File: src/rtl/kd_tree_query_ctrl.sv
// KD-tree query sequencer: loads the internal node words, streams patches under credit flow control
// and buffers leaf results in a small FIFO. Define KD_CTRL_QUERY_ID_EN to add the leaf_qid output.
module kd_tree_query_ctrl #(
    parameter int INTERNAL_WIDTH  = 22,
    parameter int PATCH_WIDTH     = 55,
    parameter int ADDRESS_WIDTH   = 8,
    parameter int NUM_NODES       = 127,
    parameter int TREE_LATENCY    = 7,
    parameter int OUT_FIFO_DEPTH  = 8,
    parameter int QUERY_CNT_WIDTH = 16
) (
    input  logic                       clk,
    input  logic                       rst_n,
    input  logic                       start,
    input  logic [QUERY_CNT_WIDTH-1:0] num_queries,
    input  logic                       node_valid,
    output logic                       node_ready,
    input  logic [INTERNAL_WIDTH-1:0]  node_data,
    input  logic                       patch_valid,
    output logic                       patch_ready,
    input  logic [PATCH_WIDTH-1:0]     patch_data,
    output logic                       tree_fsm_enable,
    output logic                       tree_sender_enable,
    output logic [INTERNAL_WIDTH-1:0]  tree_sender_data,
    output logic [PATCH_WIDTH-1:0]     tree_patch_in,
    input  logic [ADDRESS_WIDTH-1:0]   tree_leaf_index,
    output logic                       leaf_valid,
    input  logic                       leaf_ready,
    output logic [ADDRESS_WIDTH-1:0]   leaf_index,
`ifdef KD_CTRL_QUERY_ID_EN
    output logic [QUERY_CNT_WIDTH-1:0] leaf_qid,
`endif
    output logic                       busy,
    output logic                       done
);

    typedef enum logic [2:0] {
        S_IDLE,
        S_LOAD,
        S_LOAD_PAD,
        S_QUERY,
        S_DRAIN
    } state_t;

    localparam int NODE_CNT_W = $clog2(NUM_NODES + 1);
    localparam int PTR_W      = $clog2(OUT_FIFO_DEPTH);
    localparam int OCC_W      = PTR_W + 1;
`ifdef KD_CTRL_QUERY_ID_EN
    localparam int ENTRY_W    = QUERY_CNT_WIDTH + ADDRESS_WIDTH;
`else
    localparam int ENTRY_W    = ADDRESS_WIDTH;
`endif

    state_t                     r_state;
    state_t                     w_state_next;
    logic [QUERY_CNT_WIDTH-1:0] r_num_queries;
    logic [QUERY_CNT_WIDTH-1:0] r_issued;
    logic [NODE_CNT_W-1:0]      r_node_cnt;
    logic                       r_sender_en;
    logic [INTERNAL_WIDTH-1:0]  r_sender_data;
    logic [PATCH_WIDTH-1:0]     r_patch_in;
    logic                       r_issue_v;
    logic [TREE_LATENCY-1:0]    r_valid_sr;
    logic [OCC_W-1:0]           r_inflight;
    logic [OCC_W-1:0]           r_fifo_count;
    logic [PTR_W-1:0]           r_wr_ptr;
    logic [PTR_W-1:0]           r_rd_ptr;
    logic [ENTRY_W-1:0]         r_fifo_mem [OUT_FIFO_DEPTH];

    logic                       w_node_xfer;
    logic                       w_last_node;
    logic                       w_accept;
    logic                       w_push;
    logic                       w_pop;
    logic                       w_fifo_empty;
    logic                       w_drained;
    logic [OCC_W-1:0]           w_occupancy;
    logic [ENTRY_W-1:0]         w_push_entry;
    logic [ENTRY_W-1:0]         w_head;

    assign w_fifo_empty = (r_fifo_count == '0);
    assign w_occupancy  = r_inflight + r_fifo_count;
    assign w_drained    = (r_inflight == '0) && w_fifo_empty;
    assign w_node_xfer  = node_valid && node_ready;
    assign w_last_node  = (r_node_cnt == NODE_CNT_W'(NUM_NODES - 1));
    assign w_accept     = patch_valid && patch_ready;
    assign w_push       = r_valid_sr[TREE_LATENCY-1];
    assign w_pop        = leaf_valid && leaf_ready;
    assign w_head       = r_fifo_mem[r_rd_ptr];

    assign tree_sender_enable = r_sender_en;
    assign tree_sender_data   = r_sender_data;
    assign tree_patch_in      = r_patch_in;
    // The pad write lands one cycle after LOAD_PAD, so the pending strobe keeps the window open.
    assign tree_fsm_enable    = (r_state == S_LOAD) || (r_state == S_LOAD_PAD) || r_sender_en;
    assign leaf_valid         = !w_fifo_empty;
    assign leaf_index         = w_fifo_empty ? '0 : w_head[ADDRESS_WIDTH-1:0];

    // NOTE: the reset is synchronous, so it lives inside the clocked branch and only acts on an edge.
    always_ff @(posedge clk) begin
        if (!rst_n) r_state <= S_IDLE;
        else        r_state <= w_state_next;
    end

    // NOTE: every output of this block gets a default first, so no path can leave it unassigned (no latch).
    always_comb begin
        w_state_next = r_state;
        node_ready   = 1'b0;
        patch_ready  = 1'b0;
        done         = 1'b0;
        busy         = (r_state != S_IDLE);
        case (r_state)
            S_IDLE: begin
                if (start) w_state_next = S_LOAD;
            end
            S_LOAD: begin
                node_ready = 1'b1;
                if (w_node_xfer && w_last_node) w_state_next = S_LOAD_PAD;
            end
            S_LOAD_PAD: begin
                w_state_next = (r_num_queries == '0) ? S_DRAIN : S_QUERY;
            end
            S_QUERY: begin
                patch_ready = (r_issued < r_num_queries) &&
                              (w_occupancy < OCC_W'(OUT_FIFO_DEPTH));
                if (r_issued == r_num_queries) w_state_next = S_DRAIN;
            end
            S_DRAIN: begin
                done = w_drained;
                if (w_drained) w_state_next = S_IDLE;
            end
            default: w_state_next = S_IDLE;
        endcase
    end

    // NOTE: sequential state is updated with non-blocking assignments only.
    always_ff @(posedge clk) begin
        if (!rst_n) begin
            r_num_queries <= '0;
            r_issued      <= '0;
            r_node_cnt    <= '0;
            r_sender_en   <= 1'b0;
            r_sender_data <= '0;
            r_patch_in    <= '0;
            r_issue_v     <= 1'b0;
            r_valid_sr    <= '0;
            r_inflight    <= '0;
        end else begin
            if ((r_state == S_IDLE) && start) begin
                r_num_queries <= num_queries;
                r_issued      <= '0;
                r_node_cnt    <= '0;
            end
            if (w_node_xfer) r_node_cnt <= w_last_node ? '0 : r_node_cnt + NODE_CNT_W'(1);
            // The extra zero write in LOAD_PAD wraps the tree's 7-bit write address back to 0.
            r_sender_en   <= w_node_xfer || (r_state == S_LOAD_PAD);
            r_sender_data <= w_node_xfer ? node_data : '0;
            if (w_accept) begin
                r_patch_in <= patch_data;
                r_issued   <= r_issued + QUERY_CNT_WIDTH'(1);
            end
            r_issue_v  <= w_accept;
            r_valid_sr <= {r_valid_sr[TREE_LATENCY-2:0], r_issue_v};
            r_inflight <= r_inflight + OCC_W'(w_accept) - OCC_W'(w_push);
        end
    end

    always_ff @(posedge clk) begin
        if (!rst_n) begin
            r_wr_ptr     <= '0;
            r_rd_ptr     <= '0;
            r_fifo_count <= '0;
        end else begin
            if (w_push) r_wr_ptr <= r_wr_ptr + PTR_W'(1);
            if (w_pop)  r_rd_ptr <= r_rd_ptr + PTR_W'(1);
            r_fifo_count <= r_fifo_count + OCC_W'(w_push) - OCC_W'(w_pop);
        end
    end

    // NOTE: storage is deliberately not reset; the head is masked to 0 whenever the FIFO is empty.
    always_ff @(posedge clk) begin
        if (w_push) r_fifo_mem[r_wr_ptr] <= w_push_entry;
    end

`ifdef KD_CTRL_QUERY_ID_EN
    logic [QUERY_CNT_WIDTH-1:0] r_issue_qid;
    logic [QUERY_CNT_WIDTH-1:0] r_qid_sr [TREE_LATENCY];

    // Query ids ride a pipeline aligned with the in-flight valid bits.
    always_ff @(posedge clk) begin
        if (!rst_n) begin
            r_issue_qid <= '0;
            for (int i = 0; i < TREE_LATENCY; i++) r_qid_sr[i] <= '0;
        end else begin
            if (w_accept) r_issue_qid <= r_issued;
            r_qid_sr[0] <= r_issue_qid;
            for (int i = 1; i < TREE_LATENCY; i++) r_qid_sr[i] <= r_qid_sr[i-1];
        end
    end

    assign w_push_entry = {r_qid_sr[TREE_LATENCY-1], tree_leaf_index};
    assign leaf_qid     = w_fifo_empty ? '0 : w_head[ENTRY_W-1:ADDRESS_WIDTH];
`else
    assign w_push_entry = tree_leaf_index;
`endif

endmodule

File: config.mk
export PLATFORM = sky130hd
export DESIGN_NAME = kd_tree_query_ctrl
export DESIGN_NICKNAME = d
export VERILOG_FILES = /design/src/rtl/kd_tree_query_ctrl.sv
export SDC_FILE = /design/constraint.sdc
export NUM_CORES = 1
export LEC_CHECK = 0
export BUFFER_PORTS_ARGS = -buffer_cell sky130_fd_sc_hd__clkbuf_2
export CAP_MARGIN = 25
export CORE_MARGIN = 5
export CORE_UTILIZATION = 30
export CTS_BUF_LIST = sky130_fd_sc_hd__clkbuf_2
export DETAILED_ROUTE_END_ITERATION = 7
export HOLD_SLACK_MARGIN = 0.02
export PLACE_DENSITY = 0.62
export SLEW_MARGIN = 30
export SYNTH_ARGS = -nofsm -noshare
export SYNTH_HDL_FRONTEND = slang
export SYNTH_SLANG_ARGS = --single-unit
File: constraint.sdc
create_clock -name clk -period 5.59 [get_ports clk]
set_input_delay 0.8385 -clock clk [delete_from_list [all_inputs] [get_ports clk]]
set_output_delay 0.8385 -clock clk [all_outputs]
set_load 0.01 [all_outputs]
==> impl_metrics.py, run 1 <==
metrics = {
    "power_and_ir_drop": {
        "p_total_mw": 3.49,
        "power.leakage_nw": 4.67,
        "power_density_nw_per_um2": 335,
        "ir_drop_uv": 120,
    },
    "timing": {
        "worst_clock_skew_ps": 52.2,
        "setup_viol": 0,
        "tns_ps": 0,
        "slew_headroom_pct": 44.3,
        "max_freq_ghz": 0.285,
        "rsz0062_at_grt": "no",
        "hold_slack_ps": 235,
        "finalCritPeriodShare_pct": 62.7,
        "final_max_slew_viol_count": 0,
        "fin_crit_ps": 3510,
        "worstMarginPinSlew_ps": 835,
        "hold_violations": 0,
    },
    "synth": {
        "yosys_warnings": 0,
        "postSynthCellCount": 782,
        "yosys_most_used_dff": "dfxtp_1",
        "synth_edf_count": 64,
        "synth-seq-cells": 209,
        "syn-mean-instance-area_um2": 11.0,
        "async_flop_share_pct": 0,
        "ys_seq_area_share_pct": 56.3,
        "synth_nets": 924,
        "ys_types": 50,
        "netlist_area_um2": 8570,
    },
    "critical_path": {
        "crit_fanout": 11,
        "cp_cell_sequence": "inv_1 -> ha_1 -> nor3b_4 -> nand4_1 -> nor3_1 -> clkbuf_2",
        "r2r_setup_slack_ps": 2280,
        "cp.depth": 6,
        "cp-end-kind": "primary output",
        "worst_setup_path_start_kind": "register",
        "crit_family": "simple AND/OR/NAND/NOR gates",
        "crit_end": "done",
        "timing.rr.start": "r_num_queries[13]",
        "path_buf_inv": 2,
        "worst_r2r_path_depth": 10,
        "critical_path_class": "register to primary output",
        "cp_slowest_cell": "nor3b_4",
        "cp_data_required_time_ps": 4750,
        "r2r_end": "r_issued[12]",
        "arrival_ps": 2670,
        "cpPeakStageDelay_ps": 620,
        "startpoint": "r_fifo_count[2]",
    },
    "hold_path": {
        "min_path_type": "primary input to register",
    },
    "cells_and_area": {
        "drive_above_1_share_pct": 30.8,
        "final_util_pct": 37.3,
        "nets": 1150,
        "area_growth_syn_to_layout_pct": 21.8,
    },
    "clock_network": {
        "cts_buffer_depth": 3,
        "cts_buffers": 56,
        "cts_resized": 0,
        "cts_max_level": 2,
        "cts_root_buffer": "clkbuf_2",
        "cts_hold_buf": 0,
        "clkTransAtPathRegs_ps": 100,
        "clock_sinks": 209,
        "cts_tree": "yes",
        "clkLatencyLatePin_ps": 810,
        "cts_setup_buffers": 0,
    },
    "die": {
        "die_y_um": 179,
        "design.core.area_um2": 28000,
        "io_pins": 199,
        "die_area_um2": 32100,
        "row_count": 61,
        "start_util_pct": 30.6,
        "die_x_um": 179,
    },
    "grt": {
        "grt_usage_pct": 12.3,
        "gr-total-overflow": 0,
        "antenna_found_initial": 1,
        "grt_pass1_vias": 6508,
        "grt_max_degree": 67,
        "grt_pass1_wl_um": 31800,
    },
    "placement": {
        "portBuffers": 198,
        "hpwl_um": 13600,
        "place_congestion": 0.784,
    },
    "routing": {
        "num_vias": 6363,
        "drc": 0,
        "detail_route.iter0.violations": 309,
        "viasPerCell": 4.45,
        "dr.pass1.iters": 4,
        "routed_wl_um": 20000,
        "post_drt_wl_per_cell_um": 14.0,
        "antenna_left": 0,
    },
    "outcome": {
        "status": "finished, final reports clean",
    },
    "flow_run": {
        "drv_cap": 0,
    },
}
logic make-up after synthesis:
logic type	Yosys count	share of synthesized area, %
and+or+nand+nor	289	16.0
adders and majority gates	35	5.28
xor gates and xnor gates	10	1.02
AOI/OAI and AO/OA	81	5.91
DFF	209	56.3
muxes	81	11.8
buffers and inverters	77	3.69
cell usage after synthesis, types with 4 or more instances:
master / n / area share (%)
dfxtp_1: 145 / 34
nor2b_1: 5 / 0.36
nand3_1: 21 / 1.2
mux4_2: 16 / 4.2
nand2b_1: 6 / 0.44
or4_1: 4 / 0.35
nand2_1: 66 / 2.9
edfxtp_1: 64 / 22
o21ai_0: 8 / 0.47
nor2_1: 107 / 4.7
xor2_1: 6 / 0.61
a21oi_1: 40 / 2.3
nor4_1: 8 / 0.58
buf_4: 5 / 0.44
clkbuf_1: 23 / 1.0
xnor2_1: 4 / 0.41
o22ai_1: 4 / 0.29
nand4_1: 10 / 0.73
buf_2: 7 / 0.41
and3_1: 5 / 0.36
a21o_1: 7 / 0.61
or3_1: 6 / 0.44
ha_1: 33 / 4.8
mux2i_1: 65 / 7.6
nor3_1: 9 / 0.53
and2_1: 31 / 2.3
inv_1: 37 / 1.6
where the power goes:
group | internal (mW) | switching, mW | leakage, nW
Clock | 0.392 | 0.633 | 0.378
Combinational | 0.344 | 0.413 | 2.55
Sequential | 1.63 | 0.0775 | 1.75
flip-flops by register name, summed over array words and instances (netlist names), 4 cells and up, named ones only:
register / flops
tree_sender_data: 22
tree_patch_in: 55
r_valid_sr: 7
r_fifo_count: 4
r_num_queries: 16
r_inflight: 4
r_issued: 16
r_fifo_mem: 64
r_node_cnt: 7
how the worst min path moves through the flow:
stage	from	to	slack [ps]	depth (start not counted)
2_1_floorplan	r_issue_v	r_valid_sr[0]	410	1
3_3_place_gp	r_valid_sr[3]	r_valid_sr[4]	420	1
3_5_place_dp	r_valid_sr[2]	r_valid_sr[3]	420	1
4_1_cts	node_data[11]	tree_sender_data[11]	110	2
5_1_grt	node_data[14]	tree_sender_data[14]	130	2
6_report	node_data[11]	tree_sender_data[11]	240	2
cell usage in the layout (no fill, tap or decap), types with 9 or more instances in the layout:
master | synthesis | routed
edfxtp_1 | 64 | 64
a21oi_1 | 40 | 40
nand3_1 | 21 | 21
nand4_1 | 10 | 10
mux4_2 | 16 | 16
ha_1 | 33 | 33
nand2_1 | 66 | 66
nor2_1 | 107 | 102
dfxtp_1 | 145 | 145
clkinv_1 | 1 | 16
nor3_1 | 9 | 9
inv_1 | 37 | 37
and2_1 | 31 | 31
mux2i_1 | 65 | 65
clkbuf_2 | 0 | 278
layout make-up:
class,instances,area (um2)
well taps,378,473
repair buffers,206,1050
flip-flops and latches,209,4820
multi-input cells,496,3450
fillers,2857,17600
diodes,1,2.50
clock buffers,80,400
clock inverters,21,91.3
inverters,39,148
metrics by stage:
step	cells	instance area [um2]	worst slack [ps]
3_5_place_dp	1328	9930	2120
6_report	1430	10400	2080
2_1_floorplan	782	8570	2670
3_3_place_gp	1328	9930	2120
5_1_grt	1430	10400	1830
4_1_cts	1429	10400	1680
per-layer routing:
layer  share of wire (%)  up-vias  GRT usage [%]
li1                    -     3215              -
met3                 7.7       26           4.60
met5                   0        -              0
met1                  42     2938           14.3
met2                  49      184           20.8
met4                 1.5        0           4.13
(Power assumes the default switching activity.)
==> run 2, diff against run 1 <==
- ABC_AREA: not set -> 1
- PLACE_DENSITY: 0.62 -> 0.63
- clock period: 5.59 -> 3 ns (I/O delays scaled with it)
==> run 2 against run 1 <==
- area after synthesis up 4.8%
- register-to-register slack worse by 1800 ps
- sequential share of layout area shrank 6.5 points
- clock-buffer cell count decreased by 2
- critical path type unchanged
- critical endpoint is now patch_ready
==> impl_metrics.py, run 2 <==
metrics = {
    "synth": {
        "synth_edf_count": 64,
        "synth_nets": 1256,
        "muxShareOfSynthArea_pct": 0,
        "synth_top_area_share_pct": 32.3,
        "ys_types": 34,
        "yosys_most_used_dff": "dfxtp_1",
        "synth_commonest_cells": "nor2_1, nand2_1, inv_1, dfxtp_1, o21ai_0",
        "yosys_warnings": 0,
        "synth-seq-cells": 209,
        "postSynthCellCount": 1114,
        "synth-xor-area-share_pct": 1.56,
        "netlist_area_um2": 8980,
        "synth_compound_area_share_pct": 8.34,
        "post-synth-top-count-cell": "nor2_1",
        "synthAdderAreaFrac_pct": 5.04,
        "synth_top_family_by_area": "simple AND/OR/NAND/NOR gates",
        "yosys.area.top_type": "dfxtp_1",
        "ys_top_cells_by_area": "dfxtp_1, edfxtp_1, nor2_1",
        "ys_seq_area_share_pct": 53.7,
        "async_flop_share_pct": 0,
        "syn-mean-instance-area_um2": 8.06,
        "synth-simple-area-share_pct": 22.5,
    },
    "die": {
        "die_area_um2": 33500,
        "die_x_um": 183,
        "io_pins": 199,
        "row_count": 63,
        "design.core.area_um2": 29600,
        "die_y_um": 183,
        "start_util_pct": 30.3,
    },
    "cells_and_area": {
        "finalInstanceArea_um2": 12200,
        "nets": 1593,
        "antenna_cells": 0,
        "area_growth_syn_to_layout_pct": 35.8,
        "fillerInstances": 2939,
        "final_util_pct": 41.1,
        "register_area_um2": 4850,
        "regMostFlops": "r_fifo_mem",
        "final_cell_mix": "clkbuf_2, nor2_1, nand2_1",
        "multiInputGateArea_um2": 3500,
        "instances_no_fill": 1884,
        "final_common_cell": "clkbuf_2",
        "largest_register_ffs": 64,
        "drive_above_1_share_pct": 23.1,
    },
    "critical_path": {
        "cp_data_required_time_ps": 2550,
        "worst_setup_path_start_kind": "register",
        "r2r_setup_slack_ps": 430,
        "arrival_ps": 2380,
        "worst_r2r_path_depth": 15,
        "crit_fanout": 2,
        "startpoint": "r_num_queries[6]",
        "cp-end-kind": "primary output",
        "r2r_end": "r_inflight[2]",
        "timing.rr.start": "r_num_queries[11]",
        "critical_path_class": "register to primary output",
    },
    "timing": {
        "fin_crit_ps": 2830,
        "max_freq_ghz": 0.354,
        "setup_viol": 0,
        "hold_violations": 0,
        "hold_slack_ps": 161,
        "slew_headroom_pct": 40.6,
        "final_max_slew_viol_count": 0,
        "finalCritPeriodShare_pct": 94.2,
        "worstMarginPinSlew_ps": 890,
        "worst_clock_skew_ps": 135,
        "setup_ws_ps": 174,
    },
    "power_and_ir_drop": {
        "power_density_nw_per_um2": 603,
        "ir_drop_uv": 250,
        "power.leakage_nw": 5.79,
    },
    "grt": {
        "grt_max_degree": 129,
        "grt_pass1_vias": 8461,
        "antenna_found_initial": 0,
        "gr-total-overflow": 0,
        "grt_usage_pct": 14.5,
        "grt_pass1_wl_um": 40500,
    },
    "flow_run": {
        "drv_cap": 0,
    },
    "hold_path": {
        "holdPathStages": 4,
        "min_path_type": "primary input to register",
        "worstHoldStart": "patch_valid",
        "hold-path-endpoint": "r_issued[9]",
    },
    "placement": {
        "hpwl_um": 15900,
        "portBuffers": 198,
        "dp.cells": 1670,
        "dp_worst_setup_slack_ps": 422,
        "placed_area_um2": 10400,
        "place_congestion": 0.816,
    },
    "routing": {
        "detail_route.iter0.violations": 347,
        "antenna_left": 0,
        "drc": 0,
        "routed_wl_um": 24700,
        "post_drt_wl_per_cell_um": 13.1,
        "num_vias": 8326,
        "dr.pass1.iters": 4,
        "viasPerCell": 4.42,
    },
    "clock_network": {
        "cts_buffers": 58,
        "cts_max_level": 2,
        "clkLatencyLatePin_ps": 880,
        "cts_root_buffer": "clkbuf_2",
        "cts_tree": "yes",
        "cts_buffer_depth": 3,
        "clock_sinks": 209,
        "clkTransAtPathRegs_ps": 110,
    },
    "outcome": {
        "status": "finished, final reports clean",
    },
}
## run 2: changes by cell type in the layout (fill, tap and decap cells not counted), sizes merged, moves of 62 or more
| cell | delta |
|---|---|
| dlygate4sd3 | +105 |
| mux2i | -65 |
| inv | +119 |
| nor2 | +128 |
| nand2 | +143 |
| o21ai | +62 |
## run 2: critical path: stages (launching register included)
cell and delay [ps]:
dfxtp_1 350, inv_1 70, ha_1 270, nand2_1 70, o21a_1 190, nand2_2 100
nand2_4 70, buf_6 130, and2_4 150, buf_6 110
## run 2: what timing repair did
| item | CTS | global route |
|---|---|---|
| gates cloned | 0 | 0 |
| pin swaps | 4 | 10 |
| hold endpoints to repair | 168 | 0 |
| resized for setup | 13 | 31 |
| setup buffers | 2 | 4 |
| endpoints found under the setup margin | 1 | 7 |
| hold buffers | 105 | 0 |
## run 2: cells by family after synthesis
logic type | Yosys count
xor gates and xnor gates | 16
AOI/OAI and AO/OA | 144
buffers and inverters | 206
and+or+nand+nor | 504
DFF | 209
adders and majority gates | 35
## run 2: worst max path at each step
stage,endpoint,slack [ps],depth (start not counted)
2_1_floorplan,r_inflight[2],310,17
3_3_place_gp,r_inflight[2],470,15
3_5_place_dp,r_inflight[2],420,15
4_1_cts,patch_ready,1,10
5_1_grt,patch_ready,-1,10
6_report,patch_ready,170,9
## run 2: report_power, final
part	internal, mW	total [mW]	leakage (nW)	switching, mW
combinational	0.796	2.10	3.64	1.31
sequential	3.10	3.22	1.76	0.118
clock	0.813	2.03	0.389	1.22
## run 2: cell type report
class                      instances  share of cell area [%]
sequential                       209                    39.8
multi-input combinational        699                    28.7
timing repair buffer             322                    18.2
inverter                         161                    4.99
tap                              390                    4.00
clock buffer                      78                    3.20
clock inverter                    25                    1.14
## run 2: metal layers
| layer | routed length [um] | GRT usage (%) | vias to the layer above |
|---|---|---|---|
| li1 | - | - | 4213 |
| met3 | 1920 | 4.92 | 68 |
| met4 | 898 | 5.99 | 0 |
| met5 | 0 | 0 | - |
| met1 | 9990 | 16.7 | 3785 |
| met2 | 11800 | 24.6 | 260 |
## run 2: through the flow
step	setup TNS (ps)	total power, mW
detailed placement	0	5.18
CTS	0	7.40
global placement	0	5.15
finish	0	7.35
global route	-1.34	7.93
floorplan	0	4.49
==> run 3, diff against run 2 <==
- CELL_PAD_IN_SITES_DETAIL_PLACEMENT: not set -> 2
- CELL_PAD_IN_SITES_GLOBAL_PLACEMENT: not set -> 2
- CORE_UTILIZATION: 30 -> 29
- PLACE_DENSITY: 0.63 -> 0.9
==> run 3 against run 2 <==
- worst setup slack got worse by 300 ps
- total power increased by 9.8%
- worst hold slack improved by 110 ps
- flip-flop and latch count unchanged
- highest routed layer unchanged
- utilization decreased by 0.67 points
- clock-buffer cell count increased by 8
- fmax decreased by 9.6%
- critical path depth increased by 1
- wire length increased by 79%
- sequential power increased by 2%
- the flow now finishes with violations (negative setup slack)
- sequential share of layout area decreased by 0.61 points
==> impl_metrics.py, run 3 (synthesized netlist as in run 2, its figures left out) <==
metrics = {
    "clock_network": {
        "cts_buffer_depth": 3,
        "clock_sinks": 209,
        "cts_buffers": 57,
        "cts_tree": "yes",
        "clkLatencyLatePin_ps": 950,
        "cts_root_buffer": "clkbuf_2",
        "cts_max_level": 2,
        "clkTransAtPathRegs_ps": 170,
    },
    "timing": {
        "hold_slack_ps": 274,
        "finalCritPeriodShare_pct": 104,
        "worst_clock_skew_ps": 165,
        "slew_headroom_pct": 33.4,
        "hold_violations": 0,
        "rsz0062_at_grt": "yes",
        "final_max_slew_viol_count": 0,
        "fin_crit_ps": 3130,
        "max_freq_ghz": 0.320,
        "setup_ws_ps": -127,
        "worstMarginPinSlew_ps": 995,
        "tns_ps": -127,
        "setup_viol": 1,
    },
    "placement": {
        "hpwl_um": 21200,
        "portBuffers": 198,
        "place_congestion": 0.790,
    },
    "critical_path": {
        "worst_r2r_path_depth": 16,
        "cp_slowest_cell": "dfxtp_2",
        "r2r_setup_slack_ps": 30,
        "cp_cell_sequence": "inv_2 -> ha_4 -> nand2_2 -> nor2_2 -> nand4_1 -> inv_2 -> nand2_2 -> buf_6 -> and2_4 -> buf_6",
        "worst_setup_path_start_kind": "register",
        "critical_path_class": "register to primary output",
        "arrival_ps": 2680,
        "r2r_end": "r_inflight[1]",
        "cp-end-kind": "primary output",
        "cp_data_required_time_ps": 2550,
        "crit_fanout": 3,
        "timing.rr.start": "r_num_queries[15]",
        "cpPeakStageDelay_ps": 400,
    },
    "flow_run": {
        "drv_cap": 0,
    },
    "hold_path": {
        "hold-path-endpoint": "tree_sender_data[1]",
        "min_path_type": "primary input to register",
        "holdPathStages": 4,
        "worstHoldStart": "node_data[1]",
    },
    "routing": {
        "antenna_left": 0,
        "detail_route.iter0.violations": 401,
        "dr.pass1.iters": 7,
        "drc": 0,
        "routed_wl_um": 44100,
        "num_vias": 9430,
        "post_drt_wl_per_cell_um": 23.1,
        "viasPerCell": 4.93,
    },
    "die": {
        "die_area_um2": 34600,
        "io_pins": 199,
        "row_count": 64,
        "design.core.area_um2": 30600,
        "die_x_um": 186,
        "die_y_um": 186,
        "start_util_pct": 29.4,
    },
    "outcome": {
        "status": "finished, violations left",
        "violations": "negative setup slack",
    },
    "cells_and_area": {
        "regMostFlops": "r_fifo_mem",
        "drive_above_1_share_pct": 25.0,
        "largest_register_ffs": 64,
        "multiInputGateArea_um2": 3520,
        "final_common_cell": "clkbuf_2",
        "nets": 1610,
        "final_cell_mix": "clkbuf_2, nor2_1, nand2_1",
        "fillerInstances": 3462,
        "register_area_um2": 4850,
        "area_growth_syn_to_layout_pct": 37.8,
        "final_util_pct": 40.5,
    },
    "grt": {
        "grt_usage_pct": 24.4,
        "grt_pass1_wl_um": 64900,
        "grt_max_degree": 129,
        "antenna_found_initial": 1,
        "gr-total-overflow": 0,
        "grt_pass1_vias": 11200,
    },
    "power_and_ir_drop": {
        "power_density_nw_per_um2": 652,
        "ir_drop_uv": 257,
        "p_total_mw": 8.07,
        "power.leakage_nw": 5.88,
    },
}
==> run 3: cell count changes in the layout (fill, tap and decap cells not counted), moves of 4 or more <==
| cell | delta |
|---|---|
| nand2_1 | -6 |
| buf_4 | +10 |
| nand2_2 | +7 |
| dlygate4sd3_1 | +7 |
| clkbuf_2 | +6 |
| inv_1 | -4 |
| nor2_2 | +5 |
| nor2_1 | -6 |
==> run 3: layout make-up <==
cell class,count,area share [%]
Inverter,161,4.98
Tap cell,396,4.00
Timing Repair Buffer,340,19.3
Sequential cell,209,39.2
Multi-Input combinational cell,699,28.4
Clock buffer,86,3.48
Clock inverter,20,0.707
Antenna cell,1,0.0202
==> run 3: worst max-delay path by stage <==
stage | cells past startpoint | endpoint | slack [ps] | start
2_1_floorplan | 17 | r_inflight[2] | 310 | r_num_queries[15]
3_3_place_gp | 15 | r_inflight[2] | 460 | r_num_queries[15]
3_5_place_dp | 17 | r_inflight[2] | 310 | r_num_queries[11]
4_1_cts | 10 | patch_ready | -70 | r_num_queries[11]
5_1_grt | 10 | patch_ready | -190 | r_num_queries[15]
6_report | 10 | patch_ready | -130 | r_num_queries[15]
==> run 3: report_power, final <==
part	leakage (nW)	total [mW]	internal (mW)	switching [mW]
combinational	3.72	2.58	0.903	1.67
sequential	1.76	3.30	3.11	0.184
clock	0.399	2.20	0.778	1.42
==> run 3: critical path, delay by kind of cell, from the launching register on <==
| family | cells | cell delay, ps |
|---|---|---|
| adder cells (fa/ha/maj) | 1 | 290 |
| buffers and inverters | 4 | 460 |
| flip-flops | 1 | 400 |
| AND/OR/NAND/NOR | 5 | 650 |
==> run 3: per-stage QoR <==
step | std cells | instance area [um2] | worst slack [ps]
after CTS | 1903 | 12200 | -65.4
after detailed placement | 1680 | 10400 | 314
after floorplan | 1114 | 8980 | 305
after global placement | 1680 | 10400 | 461
final | 1912 | 12400 | -127
after global routing | 1912 | 12400 | -187
==> run 3: routing by layer <==
metal / up-vias / track usage, % / wire [um]
met1: 4631 / 23.7 / 15100
met2: 396 / 46.8 / 23600
li1: 4246 / - / -
met3: 157 / 6.35 / 2700
met4: 0 / 12.8 / 2640
met5: - / 0 / 0
==> run 3: repair_timing <==
| item | CTS | global route |
|---|---|---|
| hold buffers | 112 | 0 |
| gates resized for setup | 12 | 52 |
| pin swaps | 3 | 10 |
| setup endpoints to repair | 6 | 13 |
| endpoints found under the hold margin | 169 | 0 |
| setup buffers | 5 | 8 |
